==> config.mk <==
export PLATFORM = sky130hd
export DESIGN_NAME = multicycle_sequencer
export DESIGN_NICKNAME = d
export VERILOG_FILES = /design/src/rtl/multicycle_sequencer.sv
export SDC_FILE = /design/constraint.sdc
export NUM_CORES = 1
export LEC_CHECK = 0
export ABC_AREA = 0
export BUFFER_PORTS_ARGS = -buffer_cell sky130_fd_sc_hd__buf_4
export CAP_MARGIN = 20
export CELL_PAD_IN_SITES_DETAIL_PLACEMENT = 0
export CELL_PAD_IN_SITES_GLOBAL_PLACEMENT = 2
export CORE_ASPECT_RATIO = 0.8
export CORE_MARGIN = 2
export CORE_UTILIZATION = 30
export CTS_CLUSTER_DIAMETER = 150
export CTS_CLUSTER_SIZE = 25
export DETAILED_ROUTE_END_ITERATION = 16
export PLACE_DENSITY = 0.81
export SLEW_MARGIN = 0
export SYNTH_ARGS = -nofsm -noshare
export SYNTH_HDL_FRONTEND = slang
export SYNTH_SLANG_ARGS = --single-unit
export TNS_END_PERCENT = 30
==> constraint.sdc <==
create_clock -name clk -period 2.7 [get_ports clk]
set_input_delay 0.405 -clock clk [delete_from_list [all_inputs] [get_ports clk]]
set_output_delay 0.405 -clock clk [all_outputs]
set_load 0.05 [all_outputs]
==> src/rtl/multicycle_sequencer.sv <==
// Multi-cycle FETCH/DECODE/EXEC/MEM/WB sequencer for the 16-bit datapath.
// Drives PC/IR/RF strobes and the shared memory port with a wait-state timeout.
module multicycle_sequencer #(
    parameter int OPW         = 4,
    parameter int MEM_TIMEOUT = 15,
    parameter int CNTW        = 16
) (
    input  logic            clk,
    input  logic            rst,
    input  logic            start,
    input  logic [OPW-1:0]  opcode,
    input  logic            halt_dec,
    input  logic [1:0]      branch_dec,
    input  logic            memw_dec,
    input  logic            memr_dec,
    input  logic            regw_dec,
    input  logic            branch_taken,
    input  logic            mem_ready,
    output logic            mem_req,
    output logic            mem_we,
    output logic            mem_addr_sel,
    output logic            ir_we,
    output logic            pc_we,
    output logic [1:0]      pc_sel,
    output logic            rf_we,
    output logic            busy,
    output logic            halted,
    output logic            error,
    output logic [2:0]      state,
    output logic [CNTW-1:0] instr_count
);

    typedef enum logic [2:0] {
        IDLE   = 3'd0,
        FETCH  = 3'd1,
        DECODE = 3'd2,
        EXEC   = 3'd3,
        MEM    = 3'd4,
        WB     = 3'd5,
        HALT   = 3'd6,
        ERR    = 3'd7
    } state_t;

    localparam logic [7:0] LIMIT = 8'(MEM_TIMEOUT - 1);

    state_t          cur;
    state_t          nxt;
    logic [7:0]      wait_cnt;
    logic [CNTW-1:0] count;
    logic            retire;
    logic            timeout;
    logic            entering;
    logic            waiting;

    // opcode is carried for trace only; nothing decodes it here
    logic unused;
    assign unused = ^opcode;

    assign timeout  = (wait_cnt == LIMIT);
    assign entering = (nxt != cur) && (nxt == FETCH || nxt == MEM);
    assign waiting  = (cur == FETCH || cur == MEM) && !mem_ready;

    always_ff @(posedge clk or negedge rst) begin
        if (!rst) begin
            cur      <= IDLE;
            wait_cnt <= '0;
            count    <= '0;
        end else begin
            cur <= nxt;
            if (entering)
                wait_cnt <= '0;
            else if (waiting)
                wait_cnt <= wait_cnt + 8'd1;
            if (retire)
                count <= count + CNTW'(1);
        end
    end

    always_comb begin
        nxt          = cur;
        mem_req      = 1'b0;
        mem_we       = 1'b0;
        mem_addr_sel = 1'b0;
        ir_we        = 1'b0;
        pc_we        = 1'b0;
        pc_sel       = 2'b00;
        rf_we        = 1'b0;
        retire       = 1'b0;
        unique case (cur)
            IDLE: begin
                if (start)
                    nxt = FETCH;
            end
            FETCH: begin
                mem_req = 1'b1;
                if (mem_ready) begin
                    ir_we = 1'b1;
                    pc_we = 1'b1;
                    nxt   = DECODE;
                end else if (timeout) begin
                    nxt = ERR;
                end
            end
            DECODE: begin
                if (halt_dec)
                    nxt = HALT;
                else if (branch_dec == 2'b11)
                    nxt = ERR;
                else if (memw_dec && memr_dec)
                    nxt = ERR;
                else
                    nxt = EXEC;
            end
            EXEC: begin
                // branches override any memory or writeback fields
                if (branch_dec == 2'b01) begin
                    pc_we  = branch_taken;
                    pc_sel = branch_taken ? 2'b01 : 2'b00;
                    nxt    = FETCH;
                    retire = 1'b1;
                end else if (branch_dec == 2'b10) begin
                    pc_we  = 1'b1;
                    pc_sel = 2'b10;
                    nxt    = FETCH;
                    retire = 1'b1;
                end else if (memw_dec || memr_dec) begin
                    nxt = MEM;
                end else if (regw_dec) begin
                    nxt = WB;
                end else begin
                    nxt    = FETCH;
                    retire = 1'b1;
                end
            end
            MEM: begin
                mem_req      = 1'b1;
                mem_addr_sel = 1'b1;
                mem_we       = memw_dec;
                if (mem_ready) begin
                    if (memr_dec) begin
                        nxt = WB;
                    end else begin
                        nxt    = FETCH;
                        retire = 1'b1;
                    end
                end else if (timeout) begin
                    nxt = ERR;
                end
            end
            WB: begin
                rf_we  = 1'b1;
                nxt    = FETCH;
                retire = 1'b1;
            end
            HALT: nxt = HALT;
            ERR:  nxt = ERR;
        endcase
    end

    assign busy        = (cur != IDLE) && (cur != HALT) && (cur != ERR);
    assign halted      = (cur == HALT);
    assign error       = (cur == ERR);
    assign state       = cur;
    assign instr_count = count;

endmodule
==> impl_metrics.py <==
metrics = {
    "final_layout": {
        "fillers": 526,
        "drive_gt1_share_pct": 27.6,
        "final_cell_mix": "buf_4, dfrtp_1, xor2_1, nor3_1, a21oi_1",
        "n_antenna_cell": 0,
        "fin_util_pct": 40.3,
        "area_growth_pct": 26.5,
        "fin_nets": 229,
        "final_common_cell": "buf_4",
        "stdcell_count": 272,
    },
    "routing": {
        "routedWlPerCell_um": 13.4,
        "drt_iter0_markers": 54,
        "ant_nets": 0,
        "vias_per_cell": 5.10,
        "dr_total_vias": 1387,
        "drc": 0,
        "wirelength_um": 3650,
        "dr.pass1.iters": 4,
    },
    "clock_tree": {
        "h-tree-depth": 1,
        "cts_tree": "built",
        "clk_path_buf_depth": 2,
        "cts_buffers": 3,
        "clock_sinks": 27,
        "clkSlewWorstSetupHoldPaths_ps": 100,
        "ctsResizeCount": 0,
        "clkLatencyLatePin_ps": 270,
        "hold_buffers": 0,
        "post_cts_buffers": 0,
        "clockRootBuffer": "clkbuf_8",
    },
    "power": {
        "leakagePower_nw": 0.997,
        "fin_total_pwr_mw": 2.13,
        "vdd_ir_drop_max_mv": 0.332,
        "power_density_nw_per_um2": 1030,
    },
    "floorplanning": {
        "core-area_um2": 5120,
        "io-pin-count": 45,
        "die_y_um": 70.0,
        "die_area_um2": 6050,
        "initial_core_util_pct": 31.9,
        "rows": 23,
        "fp.dieW_um": 86.5,
    },
    "place": {
        "dp.cells": 268,
        "place.gp.congestion": 0.719,
        "place_ws_ps": 479,
        "io_buffer_count": 40,
        "dpl.hpwl_um": 2690,
    },
    "job": {
        "drv_cap": 0,
    },
    "sta": {
        "drv_slew": 0,
        "rsz0062_at_grt": "no",
        "finalSetupViolCount": 0,
        "final_hold_viol_count": 0,
        "period_share_pct": 84.6,
        "fmax_mhz": 438,
        "setup_tns_ps": 0,
        "min_period_ps": 2280,
        "skew_ps": 8.70,
        "max_slew_margin_pct": 64.3,
        "fin_ws_ps": 416,
        "worstMarginPinSlew_ps": 536,
    },
    "yosys": {
        "synth_cell_types": 42,
        "synth_top_family_by_area": "simple AND/OR/NAND/NOR gates",
        "avgSynthCellArea_um2": 9.54,
        "synth_mux_area_share_pct": 0.690,
        "ys_ff_latch": 27,
        "synthSimpleGateAreaFrac_pct": 25.2,
        "synthCells": 171,
        "syn_nets": 189,
        "synth_area_leaders": "dfrtp_1, xor2_1, nor3_1",
        "synth_fa_ha_area_share_pct": 2.30,
        "ys_seq_area_share_pct": 41.4,
        "syn_area_um2": 1630,
        "ys_warn_count": 0,
        "synth_compound_area_share_pct": 13.3,
        "netlist.top_cell.by_area": "dfrtp_1",
        "synthXorXnorAreaFrac_pct": 13.3,
        "netlist.area_leader.share_pct": 41.4,
    },
    "global_routing": {
        "grt_pass1_vias": 1377,
        "grt_most_used_layer": "met2",
        "grt_usage_pct": 12.7,
        "grt_overflow_total": 0,
        "grt_pass1_wl_um": 6350,
        "grt_max_degree": 28,
        "met1_usage_pct": 17.4,
        "grtUsageMet3_pct": 3.43,
        "use_met2_pct": 20.7,
        "antenna_found_initial": 0,
    },
    "critical_path": {
        "arrival_ps": 1880,
        "crit_type": "flip-flop to primary output",
        "cp-start-kind": "flip-flop",
        "worstPathRequired_ps": 2300,
        "crit_path_end_kind": "primary output",
        "critical_path.max_fanout": 16,
    },
    "outcome": {
        "outcome": "completed",
    },
    "min_path": {
        "worstHoldPathType": "primary input to async pin",
    },
}
path summary, 6_finish.rpt:
path	start	end	slack [ps]	cells after the start
max in group asynchronous	rst	instr_count[3]	2410	1
max	state[2]	pc_we	420	4
max reg2reg	wait_cnt[0]	wait_cnt[4]	470	7
min reg2reg	instr_count[15]	instr_count[15]	480	1
min	rst	instr_count[11]	30	1
min in group clk	instr_count[15]	instr_count[15]	480	1
final cells by class:
type                       count  area [µm²]  area share [%]
multi-input combinational    132         923            44.7
inverter                       3        11.3           0.545
sequential                    27         676            32.7
clock buffer                   3        41.3            2.00
tap                           62        77.6            3.76
clock inverter                 1        5.00           0.242
timing repair buffer          44         330            16.0
critical path, cell delays in order, from the launching register on:
cell,delay (ps)
dfrtp_1,690
nand3b_1,310
nor3_4,70
or3_1,340
buf_4,190
metal layers:
layer / share of wire, % / vias up
li1: - / 691
met1: 49 / 677
met2: 47 / 17
met3: 3.5 / 2
met4: 0.30 / 0
met5: 0 / -
cell usage after synthesis (all sizes together):
library cell and instances:
nor3b 1, nor2b 1, a21oi 11, o22ai 2, a2111oi 1, and3 3, nand4 7, and2 5
xnor2 2, a21bo 1, o21bai 1, nor2 8, a211oi 6, dfrtp 27, nand3b 1, nand2b 3
and4b 1, or3 3, a311oi 1, mux2 1, and4bb 1, a21boi 1, a221oi 2, buf 6
nand3 10, or2b 1, o21ai 5, inv 3, clkbuf 3, and4 2, nor3 17, xor2 22
nand2 8, ha 3, a22o 1
logic make-up (layout without fill, tap and decap cells):
kind of cell,after synthesis,in the layout
flip-flops,27,27
XOR/XNOR,24,24
buffers and inverters,12,51
multiplexers,1,1
AO/OA/AOI/OAI,32,32
adder cells (fa/ha/maj),3,3
AND/OR/NAND/NOR,72,72
stage by stage:
| stage | instance area [µm²] | hold slack, ps |
|---|---|---|
| after floorplan | 1660 | 109 |
| after global placement | 2020 | 336 |
| after detailed placement | 2020 | 342 |
| after CTS | 2060 | 35.6 |
| after global routing | 2060 | 40.8 |
| final | 2060 | 26.2 |
power breakdown:
group | switching [mW] | internal [mW] | total (mW)
Clock | 0.126 | 0.103 | 0.230
Sequential | 0.162 | 0.489 | 0.650
Combinational | 0.825 | 0.425 | 1.25
sequential cells by signal, indices dropped and copies added, names as in the netlist:
register,flops
state,3
wait_cnt,8
instr_count,16
Power figures use the tool's default switching activity.
